===== config.mk =====
export PLATFORM = sky130hd
export DESIGN_NAME = muldiv_stall_ctrl_flat
export DESIGN_NICKNAME = d
export VERILOG_FILES = /design/src/rtl/muldiv_stall_ctrl_if.sv /design/src/rtl/muldiv_stall_ctrl.sv /design/src/flat_wrapper.sv
export SDC_FILE = /design/constraint.sdc
export NUM_CORES = 1
export LEC_CHECK = 0
export ABC_AREA = 1
export BUFFER_PORTS_ARGS = -buffer_cell sky130_fd_sc_hd__buf_2
export CAP_MARGIN = 20
export CORE_MARGIN = 8
export CORE_UTILIZATION = 35
export DETAILED_ROUTE_END_ITERATION = 10
export SLEW_MARGIN = 40
export SYNTH_ARGS = -nofsm -noshare
export SYNTH_HDL_FRONTEND = slang
export SYNTH_SLANG_ARGS = --single-unit

===== constraint.sdc =====
create_clock -name clk -period 2.9 [get_ports clk]
set_clock_uncertainty 0.2 [all_clocks]
set_input_delay 0.29 -clock clk [delete_from_list [all_inputs] [get_ports clk]]
set_output_delay 0.29 -clock clk [all_outputs]
set_load 0.01 [all_outputs]

===== src/rtl/muldiv_stall_ctrl_if.sv =====
// EX-stage handshake bundle between the pipeline, the multiply/divide units
// and the long-op stall controller.
interface muldiv_stall_ctrl_if;
  logic [4:0] AluControlPort;
  logic       ex_valid;
  logic       flush;
  logic       mul_done;
  logic       div_done;
  logic       Stall;
  logic       mul_aresetn;
  logic       div_aresetn;
  logic       op_done;
  logic       timeout;

  // Pipeline/unit side: drives decode and strobes, observes stall and resets.
  modport master (
    output AluControlPort, ex_valid, flush, mul_done, div_done,
    input  Stall, mul_aresetn, div_aresetn, op_done, timeout
  );

  // Controller side.
  modport slave (
    input  AluControlPort, ex_valid, flush, mul_done, div_done,
    output Stall, mul_aresetn, div_aresetn, op_done, timeout
  );
endinterface


===== src/rtl/muldiv_stall_ctrl.sv =====
// Stall controller for the EX-stage multi-cycle multiplier and divider:
// decodes long ops, owns the unit resets and freezes the pipeline until done.
module muldiv_stall_ctrl #(
  parameter int unsigned MUL_LATENCY = 4,
  parameter int unsigned DIV_LATENCY = 71,
  parameter bit          DONE_MODE   = 1'b0
) (
  input logic               clk,
  input logic               resetn,
  muldiv_stall_ctrl_if.slave bus
);

  localparam int unsigned MAX_LAT = (MUL_LATENCY > DIV_LATENCY) ? MUL_LATENCY : DIV_LATENCY;
  localparam int unsigned CNT_W   = $clog2(MAX_LAT + 1);

  localparam logic [CNT_W-1:0] MUL_L   = CNT_W'(MUL_LATENCY);
  localparam logic [CNT_W-1:0] DIV_L   = CNT_W'(DIV_LATENCY);
  localparam logic [CNT_W-1:0] CNT_ONE = CNT_W'(1);

  typedef enum logic [1:0] {
    IDLE = 2'd0,
    BUSY = 2'd1,
    DONE = 2'd2
  } state_t;

  state_t           state_q, state_d;
  logic [CNT_W-1:0] cnt_q, cnt_d;
  logic             op_is_div_q, op_is_div_d;
  logic             to_pend_q, to_pend_d;
  logic             mul_rstn_q, mul_rstn_d;
  logic             div_rstn_q, div_rstn_d;

  logic             is_long;
  logic             is_div;
  logic             start;
  logic [CNT_W-1:0] start_lat;
  logic             active_done;

  assign is_long   = bus.AluControlPort[4];
  assign is_div    = bus.AluControlPort[4] & bus.AluControlPort[2];
  assign start     = (state_q == IDLE) & bus.ex_valid & is_long & ~bus.flush;
  assign start_lat = is_div ? DIV_L : MUL_L;

  // The inactive unit's strobe never reaches the FSM; in fixed-count mode
  // neither strobe does.
  assign active_done = DONE_MODE & (op_is_div_q ? bus.div_done : bus.mul_done);

  // State register. The unit resets are flopped from the next-state decode so
  // they come straight off a register and cannot glitch.
  // NOTE: sequential state uses non-blocking assignments so every flop samples
  // pre-edge values regardless of process ordering.
  always_ff @(posedge clk or negedge resetn) begin
    if (!resetn) begin
      state_q     <= IDLE;
      cnt_q       <= '0;
      op_is_div_q <= 1'b0;
      to_pend_q   <= 1'b0;
      mul_rstn_q  <= 1'b0;
      div_rstn_q  <= 1'b0;
    end else begin
      state_q     <= state_d;
      cnt_q       <= cnt_d;
      op_is_div_q <= op_is_div_d;
      to_pend_q   <= to_pend_d;
      mul_rstn_q  <= mul_rstn_d;
      div_rstn_q  <= div_rstn_d;
    end
  end

  // Next-state logic.
  // NOTE: every signal gets a default before the case so no path can leave a
  // combinational output unassigned and infer a latch.
  always_comb begin
    state_d     = state_q;
    cnt_d       = cnt_q;
    op_is_div_d = op_is_div_q;
    to_pend_d   = to_pend_q;

    if (bus.flush) begin
      state_d   = IDLE;
      cnt_d     = '0;
      to_pend_d = 1'b0;
    end else begin
      unique case (state_q)
        IDLE: begin
          if (start) begin
            op_is_div_d = is_div;
            to_pend_d   = 1'b0;
            if (start_lat == CNT_ONE) begin
              state_d = DONE;
              cnt_d   = '0;
            end else begin
              state_d = BUSY;
              cnt_d   = start_lat - CNT_ONE;
            end
          end
        end
        BUSY: begin
          if (active_done) begin
            state_d = DONE;
            cnt_d   = '0;
          end else if (cnt_q == CNT_ONE) begin
            // Count exhausted: in done-handshake mode this is a timeout.
            state_d   = DONE;
            cnt_d     = '0;
            to_pend_d = DONE_MODE;
          end else begin
            cnt_d = cnt_q - CNT_ONE;
          end
        end
        DONE: begin
          // Start is deliberately not evaluated here: the retiring
          // instruction is still in EX and must not launch again.
          state_d   = IDLE;
          to_pend_d = 1'b0;
        end
        default: begin
          state_d   = IDLE;
          cnt_d     = '0;
          to_pend_d = 1'b0;
        end
      endcase
    end

    // A unit is released only while it owns the operation; IDLE (including the
    // start cycle) keeps it in reset so it begins every op from a clean state.
    mul_rstn_d = ((state_d == BUSY) || (state_d == DONE)) && !op_is_div_d;
    div_rstn_d = ((state_d == BUSY) || (state_d == DONE)) &&  op_is_div_d;
  end

  // Output logic. Stall includes the raw start term so the pipeline freezes in
  // the detect cycle itself.
  always_comb begin
    bus.Stall       = start | (state_q == BUSY);
    bus.mul_aresetn = mul_rstn_q;
    bus.div_aresetn = div_rstn_q;
    bus.op_done     = (state_q == DONE) & ~bus.flush;
    bus.timeout     = (state_q == DONE) & to_pend_q & ~bus.flush;
  end

endmodule

===== src/flat_wrapper.sv =====
// flat-port wrapper written by rule: the top's interface ports become plain ports
module muldiv_stall_ctrl_flat 
#(
  parameter int unsigned MUL_LATENCY = 4,
  parameter int unsigned DIV_LATENCY = 71,
  parameter bit          DONE_MODE   = 1'b0
)
  (clk, resetn, bus_AluControlPort, bus_ex_valid, bus_flush, bus_mul_done, bus_div_done, bus_Stall, bus_mul_aresetn, bus_div_aresetn, bus_op_done, bus_timeout);
  muldiv_stall_ctrl_if bus_i ();
  input logic clk;
  input logic resetn;
  input wire logic [$bits(bus_i.AluControlPort)-1:0] bus_AluControlPort;
  input wire logic [$bits(bus_i.ex_valid)-1:0] bus_ex_valid;
  input wire logic [$bits(bus_i.flush)-1:0] bus_flush;
  input wire logic [$bits(bus_i.mul_done)-1:0] bus_mul_done;
  input wire logic [$bits(bus_i.div_done)-1:0] bus_div_done;
  output wire logic [$bits(bus_i.Stall)-1:0] bus_Stall;
  output wire logic [$bits(bus_i.mul_aresetn)-1:0] bus_mul_aresetn;
  output wire logic [$bits(bus_i.div_aresetn)-1:0] bus_div_aresetn;
  output wire logic [$bits(bus_i.op_done)-1:0] bus_op_done;
  output wire logic [$bits(bus_i.timeout)-1:0] bus_timeout;
  assign bus_i.AluControlPort = bus_AluControlPort;
  assign bus_i.ex_valid = bus_ex_valid;
  assign bus_i.flush = bus_flush;
  assign bus_i.mul_done = bus_mul_done;
  assign bus_i.div_done = bus_div_done;
  assign bus_Stall = bus_i.Stall;
  assign bus_mul_aresetn = bus_i.mul_aresetn;
  assign bus_div_aresetn = bus_i.div_aresetn;
  assign bus_op_done = bus_i.op_done;
  assign bus_timeout = bus_i.timeout;
  muldiv_stall_ctrl #(.MUL_LATENCY(MUL_LATENCY), .DIV_LATENCY(DIV_LATENCY), .DONE_MODE(DONE_MODE)) u_core (.clk(clk), .resetn(resetn), .bus(bus_i));
endmodule

==> results of run 1 <==
==> cell type report <==
class,count,area [sq um]
clock buffers,4,36.3
repair buffers,10,55.1
multi-input cells,68,367
flip-flops and latches,12,300
well taps,27,33.8
fillers,206,1100
inverters,8,30.0
==> worst reg2reg max path: cells and delay by family (launching register included) <==
kind	cells	cell delay, ps
buffers and inverters	1	120
adders and majority gates	1	240
DFF	1	410
and+or+nand+nor	7	390
==> layer usage <==
layer / vias up / wire (um) / global-route usage
li1: 303 / - / -
met1: 244 / 716 / 0.108
met2: 7 / 632 / 0.137
met3: 2 / 29 / 0.0191
met4: 0 / 12 / 0.0399
met5: - / 0 / 0
==> power groups by stage <==
stage          Clock, mW  Combinational (mW)  Sequential [mW]
6_report           0.135               0.113            0.195
5_1_grt            0.147               0.130            0.197
4_1_cts            0.141               0.116            0.195
3_5_place_dp           0               0.114            0.198
3_3_place_gp           0               0.112            0.199
2_1_floorplan          0              0.0876            0.197
==> cells by family after synthesis <==
kind of cell / Yosys count
XOR/XNOR: 4
AO/OA/AOI/OAI: 6
flip-flops: 12
adder cells (fa/ha/maj): 2
other: 1
buffers and inverters: 9
AND/OR/NAND/NOR: 55
==> cell usage after synthesis, drive strengths merged <==
cell / n / area share
nand2: 36 / 0.20
dfrtp: 12 / 0.43
nor2: 10 / 0.082
inv: 8 / 0.043
nand3: 5 / 0.043
o21ai: 5 / 0.041
xor2: 4 / 0.050
ha: 2 / 0.036
a211oi: 1 / 0.028
and2: 1 / 0.0089
buf: 1 / 0.011
conb: 1 / 0.0053
nand4: 1 / 0.0089
nor3: 1 / 0.0071
nor4: 1 / 0.0089
==> metrics by stage <==
step / utilization / cells / worst slack [ps] / power, mW
3_3_place_gp: 0.404 / 124 / 1450 / 0.311
5_1_grt: 0.428 / 129 / 1060 / 0.474
3_5_place_dp: 0.404 / 124 / 1440 / 0.312
2_1_floorplan: - / 89 / 1560 / 0.285
6_report: 0.428 / 129 / 1150 / 0.443
4_1_cts: 0.428 / 129 / 1130 / 0.452
==> path summary, 6_finish.rpt <==
path                            cells after the start  slack (ps)            endpoint
worst min-delay path                                2         100   u_core.state_q[1]
max in group asynchronous                           2        2040     u_core.cnt_q[1]
worst max-delay path                                4        1150           bus_Stall
worst max register to register                      9        1440     u_core.cnt_q[6]
min in group asynchronous                           2         240     u_core.cnt_q[4]
worst min register to register                      2         290  u_core.op_is_div_q
==> registers in the layout (all words and copies together) (netlist names) <==
name and cells:
u_core.state_q 2, u_core.cnt_q 7, u_core.bus.mul_aresetn 1, u_core.op_is_div_q 1
u_core.bus.div_aresetn 1
==> flow_summary_export.csv, run 1 <==
group,metric,value,unit
timing,finalHoldViolCount,0,
synthesis,synth_cells,89,
flow_run,maxCapViolCount,0,
critical_path,crit_type,"register to output port",
synthesis,synth_compound_area_frac,0.0693,
cts,post_cts_resized,0,
timing,hold_ws,103,ps
floorplan,io_pins,16,
floorplan,die_h,60.9,um
place,place_area,776,sq um
power,comb_power_share,0.256,
synthesis,synth_top_family_by_area,"simple AND/OR/NAND/NOR gates",
place,gp_congestion,0.744,
power,ir_worst_vdd,0.299,mV
critical_path,worstPathCellList,"nor2_2 > nand3_2 > nand2_1 > buf_2",
routing,finalWirelength,1.39,mm
timing,rsz0062_at_grt,"no",
synthesis,seq_area_frac_synth,0.426,
power,internal_power,0.302,mW
critical_path,cpPeakStageDelay,470,ps
routing,ant_nets,0,
routing,vias,556,
critical_path,end_kind,"output port",
critical_path,worstReg2RegStart,"u_core.cnt_q[0]",
layout,layout_commonest_cell,"nand2_1",
synthesis,synthAdderAreaFrac,0.0355,
critical_path,path_buf_inv,1,
critical_path,path_delay_family,"flip-flops",
power,sw_frac_of_total,0.318,
floorplan,die_area,3700,sq um
cts,cts_buffers,3,
routing,drtPass1Iterations,4,
routing,drtIter0Drc,7,
grt,overflow,0,
routing,wire_per_inst,10.8,um
power,clockPowerShare,0.304,
timing,finalCritPeriodShare,0.603,
critical_path,cp_slowest_cell,"dfrtp_1",
hold_path,hold_class,"input port to register",
timing,slew_viol_final,0,
floorplan,initial_core_util,0.367,
grt,grt_antenna_before_repair,0,
layout,drive_above_1_share,0.255,
synthesis,syn_nets,102,
floorplan,core,1920,sq um
routing,viasPerCell,4.31,
timing,finalSetupTns,0,ps
synthesis,avgSynthCellArea,7.91,sq um
critical_path,cp_max_fo,6,
cts,clock_latency,270,ps
floorplan,die_w,60.9,um
grt,grt_pass1_wl,2.41,mm
synthesis,synth.mux.area_fraction,0,
power,p_per_area,539,nW/um^2
layout,fin_area,822,sq um
cts,path_clk_slew,80,ps
critical_path,worstPathArrival,1260,ps
cts,cts_hold_buf,1,
cts,htreeDepth,1,
cts,ctsRootBufferMaster,"clkbuf_4",
routing,drc,0,
power,pwr-share-seq,0.440,
layout,final_nets,116,
hold_path,hold_start,"bus_flush",
cts,cts_sinks,12,
synthesis,ys_seq_elements,12,
synthesis,syn_area,704,sq um
layout,diodes,0,
grt,grt_use_total,0.0864,
synthesis,synthDistinctLibCells,22,
grt,first_global_vias,569,
layout,syn_to_final_growth,16.7,%
critical_path,worstPathRequired,2410,ps
timing,setup_viol,0,
cts,post_cts_buffers,0,
critical_path,worstSetupStartpoint,"u_core.state_q[0]",
cts,cts_tree,"built",
place,dp_hpwl,1.09,mm
timing,fin_crit,1750,ps
synthesis,yosysWarnings,0,
outcome,status,"finished clean",
place,port_buffers,9,
grt,grt_start_max_net_pins,13,
power,switchingPower,0.141,mW
critical_path,critPathLaunchType,"register",
timing,max_clock_freq,572,MHz
layout,layout_common_cells,"nand2_1 (33), dfrtp_1 (12), buf_2 (9), nor2_1 (6), inv_1 (5)",
floorplan,num_rows,16,
cts,clockBufferDepth,2,
power,power.leakage,0.454,nW
synthesis,synth-simple-area-share,0.361,
synthesis,synth_xor_area_frac,0.0497,
No activity file was read; power rests on OpenSTA's default activity.
==> run 2, diff against run 1 <==
==> constraint.sdc (replaced) <==
create_clock -name clk -period 1.4 [get_ports clk]
set_clock_uncertainty 0.2 [all_clocks]
set_input_delay 0.14 -clock clk [delete_from_list [all_inputs] [get_ports clk]]
set_output_delay 0.14 -clock clk [all_outputs]
set_load 0.01 [all_outputs]
==> run 2 against run 1 <==
The run now ends with setup timing left. Core utilization increased by 13 points. Via count rose by 20%. Wire length is 20% higher. Die area did not move. Combinational power grew to 3.3 times the previous value. Hold slack lost 56 ps. Sequential share of layout area is 8.1 points lower. Cell count grew 15%. Critical path depth did not move. Global-route usage grew 1.0 points.
==> flow_summary_export.csv, run 2 (same netlist as run 1, synthesis figures left out) <==
group,metric,value,unit
outcome,status,"complete, but fails checks",
outcome,violations,"setup timing",
routing,viasPerCell,4.49,
critical_path,rr_endpoint,"u_core.cnt_q[1]",
timing,max_clock_freq,680,MHz
grt,grt_util_met1,0.111,
timing,slew_viol_final,0,
layout,drive_above_1_share,0.471,
grt,first_global_vias,628,
power,ir_worst_vdd,0.690,mV
grt,grt_pass1_wl,2.64,mm
routing,drtPass1Iterations,4,
routing,drtIter0Drc,7,
power,power.leakage,0.563,nW
layout,layout_common_cells,"nand2_1 (30), buf_4 (13), buf_2 (9), dfrtp_1 (9), nor2_4 (6)",
floorplan,die_h,60.9,um
layout,top_regs,"u_core.cnt_q x7, u_core.state_q x2",
place,post-place-cells,131,
grt,grt_start_max_net_pins,13,
cts,cts_tree,"built",
grt,grt_use_total,0.0965,
critical_path,crit_end,"bus_Stall",
critical_path,worstReg2RegStart,"u_core.state_q[0]",
layout,top_register,"u_core.cnt_q",
routing,finalWirelength,1.67,mm
layout,instances_no_fill,148,
grt,grt_util_met2,0.161,
critical_path,crit_type,"register to output port",
timing,setup_viol,2,
layout,fin_area,1070,sq um
timing,fin_ws,-70.7,ps
floorplan,core,1920,sq um
critical_path,worstRegToRegCells,5,
routing,vias,665,
hold_path,hold_class,"input port to register",
place,place_area,828,sq um
cts,ctsRootBufferMaster,"clkbuf_4",
power,p_per_area,993,nW/um^2
place,port_buffers,9,
floorplan,initial_core_util,0.367,
layout,diodes,0,
flow_run,maxCapViolCount,0,
timing,finalCritPeriodShare,1.05,
grt,grt_antenna_before_repair,0,
cts,clockBufferDepth,2,
grt,overflow,0,
critical_path,worstPathRequired,1060,ps
grt,grt-busiest-layer,"met2",
timing,rsz0062_at_grt,"yes",
cts,htreeDepth,1,
critical_path,end_kind,"output port",
cts,clock_latency,270,ps
place,dp_hpwl,1.16,mm
layout,fin_util,0.557,
routing,drc,0,
floorplan,die_area,3700,sq um
layout,regArea,304,sq um
layout,final_nets,135,
grt,grtUsageMet3,0.0424,
layout,fill_cells,195,
critical_path,worstSetupStartpoint,"u_core.state_q[0]",
routing,ant_nets,0,
floorplan,io_pins,16,
floorplan,num_rows,16,
critical_path,worstPathArrival,1130,ps
timing,finalHoldViolCount,0,
critical_path,critPathLaunchType,"register",
cts,cts_buffers,3,
layout,syn_to_final_growth,51.9,%
routing,wire_per_inst,11.3,um
place,gp_congestion,0.762,
layout,multi_input_area,447,sq um
power,p_total,1.06,mW
cts,path_clk_slew,80,ps
critical_path,cp_max_fo,5,
layout,largest_reg_flops,7,
critical_path,rrSetupSlack,0,ps
timing,hold_ws,46.9,ps
cts,cts_sinks,12,
timing,fin_crit,1470,ps
layout,layout_commonest_cell,"nand2_1",
floorplan,die_w,60.9,um
==> run 2: cell count changes in the layout (fill, tap and decap cells not counted), moves of 3 or more <==
cell / before / now
nand2_1: 33 / 30
buf_6: 0 / 3
buf_4: 0 / 13
nor2_4: 2 / 6
dlygate4sd3_1: 1 / 4
dfrtp_1: 12 / 9
dfrtp_2: 0 / 3
==> run 2: worst min path at each step <==
stage              start                      to  slack, ps  depth (start not counted)
6_report       bus_flush         u_core.cnt_q[1]         50                          4
3_5_place_dp      resetn         u_core.cnt_q[5]       -160                          1
3_3_place_gp      resetn         u_core.cnt_q[5]       -160                          1
4_1_cts        bus_flush         u_core.cnt_q[6]         20                          4
5_1_grt        bus_flush         u_core.cnt_q[1]         70                          4
2_1_floorplan     resetn  u_core.bus.div_aresetn       -360                          0
==> run 2: where the power goes <==
group | leakage, nW | switching [mW] | internal [mW]
sequential | 0.157 | 0.0331 | 0.378
combinational | 0.385 | 0.189 | 0.185
clock | 0.0210 | 0.119 | 0.158
total | 0.563 | 0.341 | 0.721
==> run 2: stage by stage <==
stage               setup TNS, ps  setup slack (ps)
finish                      -80.1             -70.7
global route                 -566              -122
CTS                         -68.8             -59.5
detailed placement          -61.0             -17.1
global placement                0              9.88
floorplan                       0              57.2
==> run 2: repair_timing <==
item / CTS / global route
hold buffers: 4 / 0
gates cloned: 0 / 0
endpoints found under the setup margin: 8 / 11
setup buffers: 3 / 6
pin swaps: 2 / 6
endpoints found under the hold margin: 14 / 0
gates resized for setup: 5 / 23
==> run 2: metal layers <==
| metal | vias up | wire, um | part of all wire |
|---|---|---|---|
| met2 | 14 | 862 | 0.52 |
| li1 | 343 | - | - |
| met5 | - | 0 | 0 |
| met3 | 2 | 66 | 0.040 |
| met4 | 0 | 6 | 0.0036 |
| met1 | 306 | 729 | 0.44 |
==> run 2: worst max-delay path, cell delays in order, from the launching register on <==
cell and delay, ps:
dfrtp_2 470, nor2_4 120, nand3_2 90, nand2_1 60
buf_2 120
==> run 2: area by class of cell <==
cell class | count | area share
Clock buffer | 4 | 0.0339
Inverter | 8 | 0.0304
Multi-Input combinational cell | 68 | 0.418
Sequential cell | 12 | 0.284
Tap cell | 27 | 0.0316
Timing Repair Buffer | 29 | 0.202
==> run 3, diff against run 2 <==
--- a/config.mk
+++ b/config.mk
@@ -5,12 +5,13 @@
 export SDC_FILE = /design/constraint.sdc
 export NUM_CORES = 1
 export LEC_CHECK = 0
-export ABC_AREA = 1
 export BUFFER_PORTS_ARGS = -buffer_cell sky130_fd_sc_hd__buf_2
 export CAP_MARGIN = 20
 export CORE_MARGIN = 8
 export CORE_UTILIZATION = 35
 export DETAILED_ROUTE_END_ITERATION = 10
+export GPL_ROUTABILITY_DRIVEN = 1
+export GPL_TIMING_DRIVEN = 0
 export SLEW_MARGIN = 40
 export SYNTH_ARGS = -nofsm -noshare
 export SYNTH_HDL_FRONTEND = slang
==> run 3 against run 2 <==
The flow still finishes with violations (setup timing). Clock power is 3% higher. Sequential share of layout area is 1.5 points lower. Synthesized cell count shrank 18%. Cell count is 12% lower. Power grew 8.2%. Die area shrank 1.3%. Wire length increased by 17%. Combinational power increased by 20%. Via count grew 3.2%. Design area rose by 5.5%. First-iteration DRC count increased by 29%. Critical endpoint unchanged. Largest power group is now combinational cells.
==> flow_summary_export.csv, run 3 <==
group,metric,value,unit
synthesis,synth_area_leaders,"dfrtp_1 (43%), nor2_1 (3.8%), ha_1 (3.6%), o21ai_0 (3.6%), nand2_1 (3.3%)",
critical_path,worstRegToRegCells,3,
routing,viasPerCell,5.28,
critical_path,rr_endpoint,"u_core.bus.div_aresetn",
synthesis,avgSynthCellArea,9.48,sq um
timing,finalCritPeriodShare,1.28,
grt,first_global_vias,630,
routing,drtIter0Drc,9,
floorplan,core,1920,sq um
hold_path,hold_class,"input port to async pin",
critical_path,cp_max_fo,3,
timing,max_clock_freq,559,MHz
floorplan,num_rows,16,
critical_path,critPathLaunchType,"register",
synthesis,synth-edff-count,0,
timing,fin_crit,1790,ps
synthesis,synth_top_area_frac,0.434,
layout,multi_input_area,517,sq um
synthesis,synth_async_sr_flop_share,1.00,
floorplan,die_h,60.5,um
timing,rsz0062_at_grt,"yes",
layout,regArea,304,sq um
synthesis,synth_cells,73,
routing,ant_nets,0,
layout,layout_commonest_cell,"buf_4",
layout,fin_area,1130,sq um
cts,path_clk_slew,80,ps
cts,clockBufferDepth,2,
layout,diodes,0,
synthesis,yosys.area.top_type,"dfrtp_1",
routing,finalWirelength,1.95,mm
synthesis,yosysWarnings,0,
critical_path,crit_type,"register to output port",
place,dp_slack,-338,ps
synthesis,ys_seq_elements,12,
place,port_buffers,9,
outcome,status,"complete, but fails checks",
floorplan,die_area,3660,sq um
critical_path,worstPathRequired,1060,ps
synthesis,synthFlopType,"dfrtp_1",
outcome,violations,"setup timing",
layout,instances_no_fill,130,
timing,finalHoldViolCount,0,
place,post-place-cells,109,
cts,clock_latency,280,ps
critical_path,end_kind,"output port",
synthesis,synthDistinctLibCells,35,
layout,layout_common_cells,"buf_4 (14), buf_2 (9), dfrtp_1 (9), nor2_1 (6)",
power,power.leakage,0.516,nW
grt,grt_use_total,0.105,
timing,slew_viol_final,0,
cts,cts_buffers,3,
routing,drtPass1Iterations,4,
critical_path,rrSetupSlack,-300,ps
power,p_per_area,1020,nW/um^2
cts,htreeDepth,1,
layout,top_regs,"u_core.cnt_q x7, u_core.state_q x2",
grt,grt_pass1_wl,2.86,mm
cts,cts_sinks,12,
floorplan,io_pins,16,
layout,fin_util,0.587,
place,place_area,793,sq um
routing,drc,0,
synthesis,yosysMostFrequentCell,"dfrtp_1",
grt,grt_start_max_net_pins,13,
routing,vias,686,
timing,setup_viol,13,
layout,largest_reg_flops,7,
grt,grt_antenna_before_repair,0,
layout,drive_above_1_share,0.612,
flow_run,maxCapViolCount,0,
timing,fin_ws,-388,ps
layout,fill_cells,155,
layout,syn_to_final_growth,63.1,%
cts,ctsRootBufferMaster,"clkbuf_4",
timing,hold_ws,66.1,ps
cts,cts_tree,"built",
critical_path,worstPathArrival,1450,ps
synthesis,seq_area_frac_synth,0.434,
floorplan,die_w,60.5,um
synthesis,syn_area,692,sq um
place,gp_congestion,0.839,
layout,final_nets,117,
grt,overflow,0,
synthesis,synthTopCellsByCount,"dfrtp_1 (12), nor2_1 (7), nand2_1 (6)",
critical_path,worstReg2RegStart,"u_core.state_q[0]",
layout,top_register,"u_core.cnt_q",
place,dp_hpwl,1.11,mm
floorplan,initial_core_util,0.360,
routing,wire_per_inst,15.0,um
synthesis,syn_nets,86,
power,ir_worst_vdd,0.625,mV
## run 3: stage by stage
stage | TNS [ps] | power, mW
floorplan | -1020 | 0.599
global placement | -2260 | 0.661
detailed placement | -2330 | 0.664
CTS | -2580 | 1.02
global route | -3240 | 1.21
finish | -2640 | 1.15
## run 3: critical path: stages (launching register included)
cell	delay [ps]
dfrtp_1	390
or4_4	550
o21ai_2	90
buf_2	150
## run 3: where the power goes
group	switching, mW	leakage, nW	internal, mW
Combinational	0.209	0.340	0.238
Clock	0.128	0.0210	0.158
Sequential	0.0344	0.155	0.382
## run 3: cell families after synthesis
group / share of synthesized area
AND/OR/NAND/NOR: 0.219
AO/OA/AOI/OAI: 0.239
flip-flops: 0.434
buffers and inverters: 0.0452
adder cells (fa/ha/maj): 0.0362
multiplexers: 0.0217
other: 0.00542
## run 3: repair_timing
item / CTS / global route
cloned: 0 / 0
gates resized for setup: 13 / 23
setup endpoints to repair: 13 / 14
buffers inserted: 6 / 8
endpoints found under the hold margin: 14 / 0
hold buffers: 3 / 0
pin swaps: 5 / 6
## run 3: metal layers
| layer | up-vias | part of all wire | GRT usage | routed length (um) |
|---|---|---|---|---|
| met4 | 0 | 0.019 | 0.0797 | 37 |
| li1 | 330 | - | - | - |
| met3 | 4 | 0.027 | 0.0148 | 53 |
| met5 | - | 0 | 0 | 0 |
| met1 | 338 | 0.40 | 0.117 | 778 |
| met2 | 14 | 0.55 | 0.175 | 1080 |
## run 3: cell type report
type | count | share of cell area
Buffer | 3 | 0.0299
Clock buffer | 4 | 0.0322
Inverter | 3 | 0.00998
Multi-Input combinational cell | 55 | 0.458
Sequential cell | 12 | 0.269
Tap cell | 27 | 0.0299
Timing Repair Buffer | 26 | 0.171
## run 3: worst max-delay path by stage
stage / depth (start not counted) / start / endpoint / slack [ps]
after floorplan: 3 / u_core.state_q[0] / u_core.bus.div_aresetn / -220
after global placement: 4 / u_core.cnt_q[4] / u_core.cnt_q[5] / -330
after detailed placement: 4 / u_core.cnt_q[4] / u_core.cnt_q[5] / -340
after CTS: 3 / u_core.state_q[1] / bus_Stall / -380
after global routing: 3 / u_core.state_q[0] / bus_Stall / -420
final: 3 / u_core.state_q[0] / bus_Stall / -390
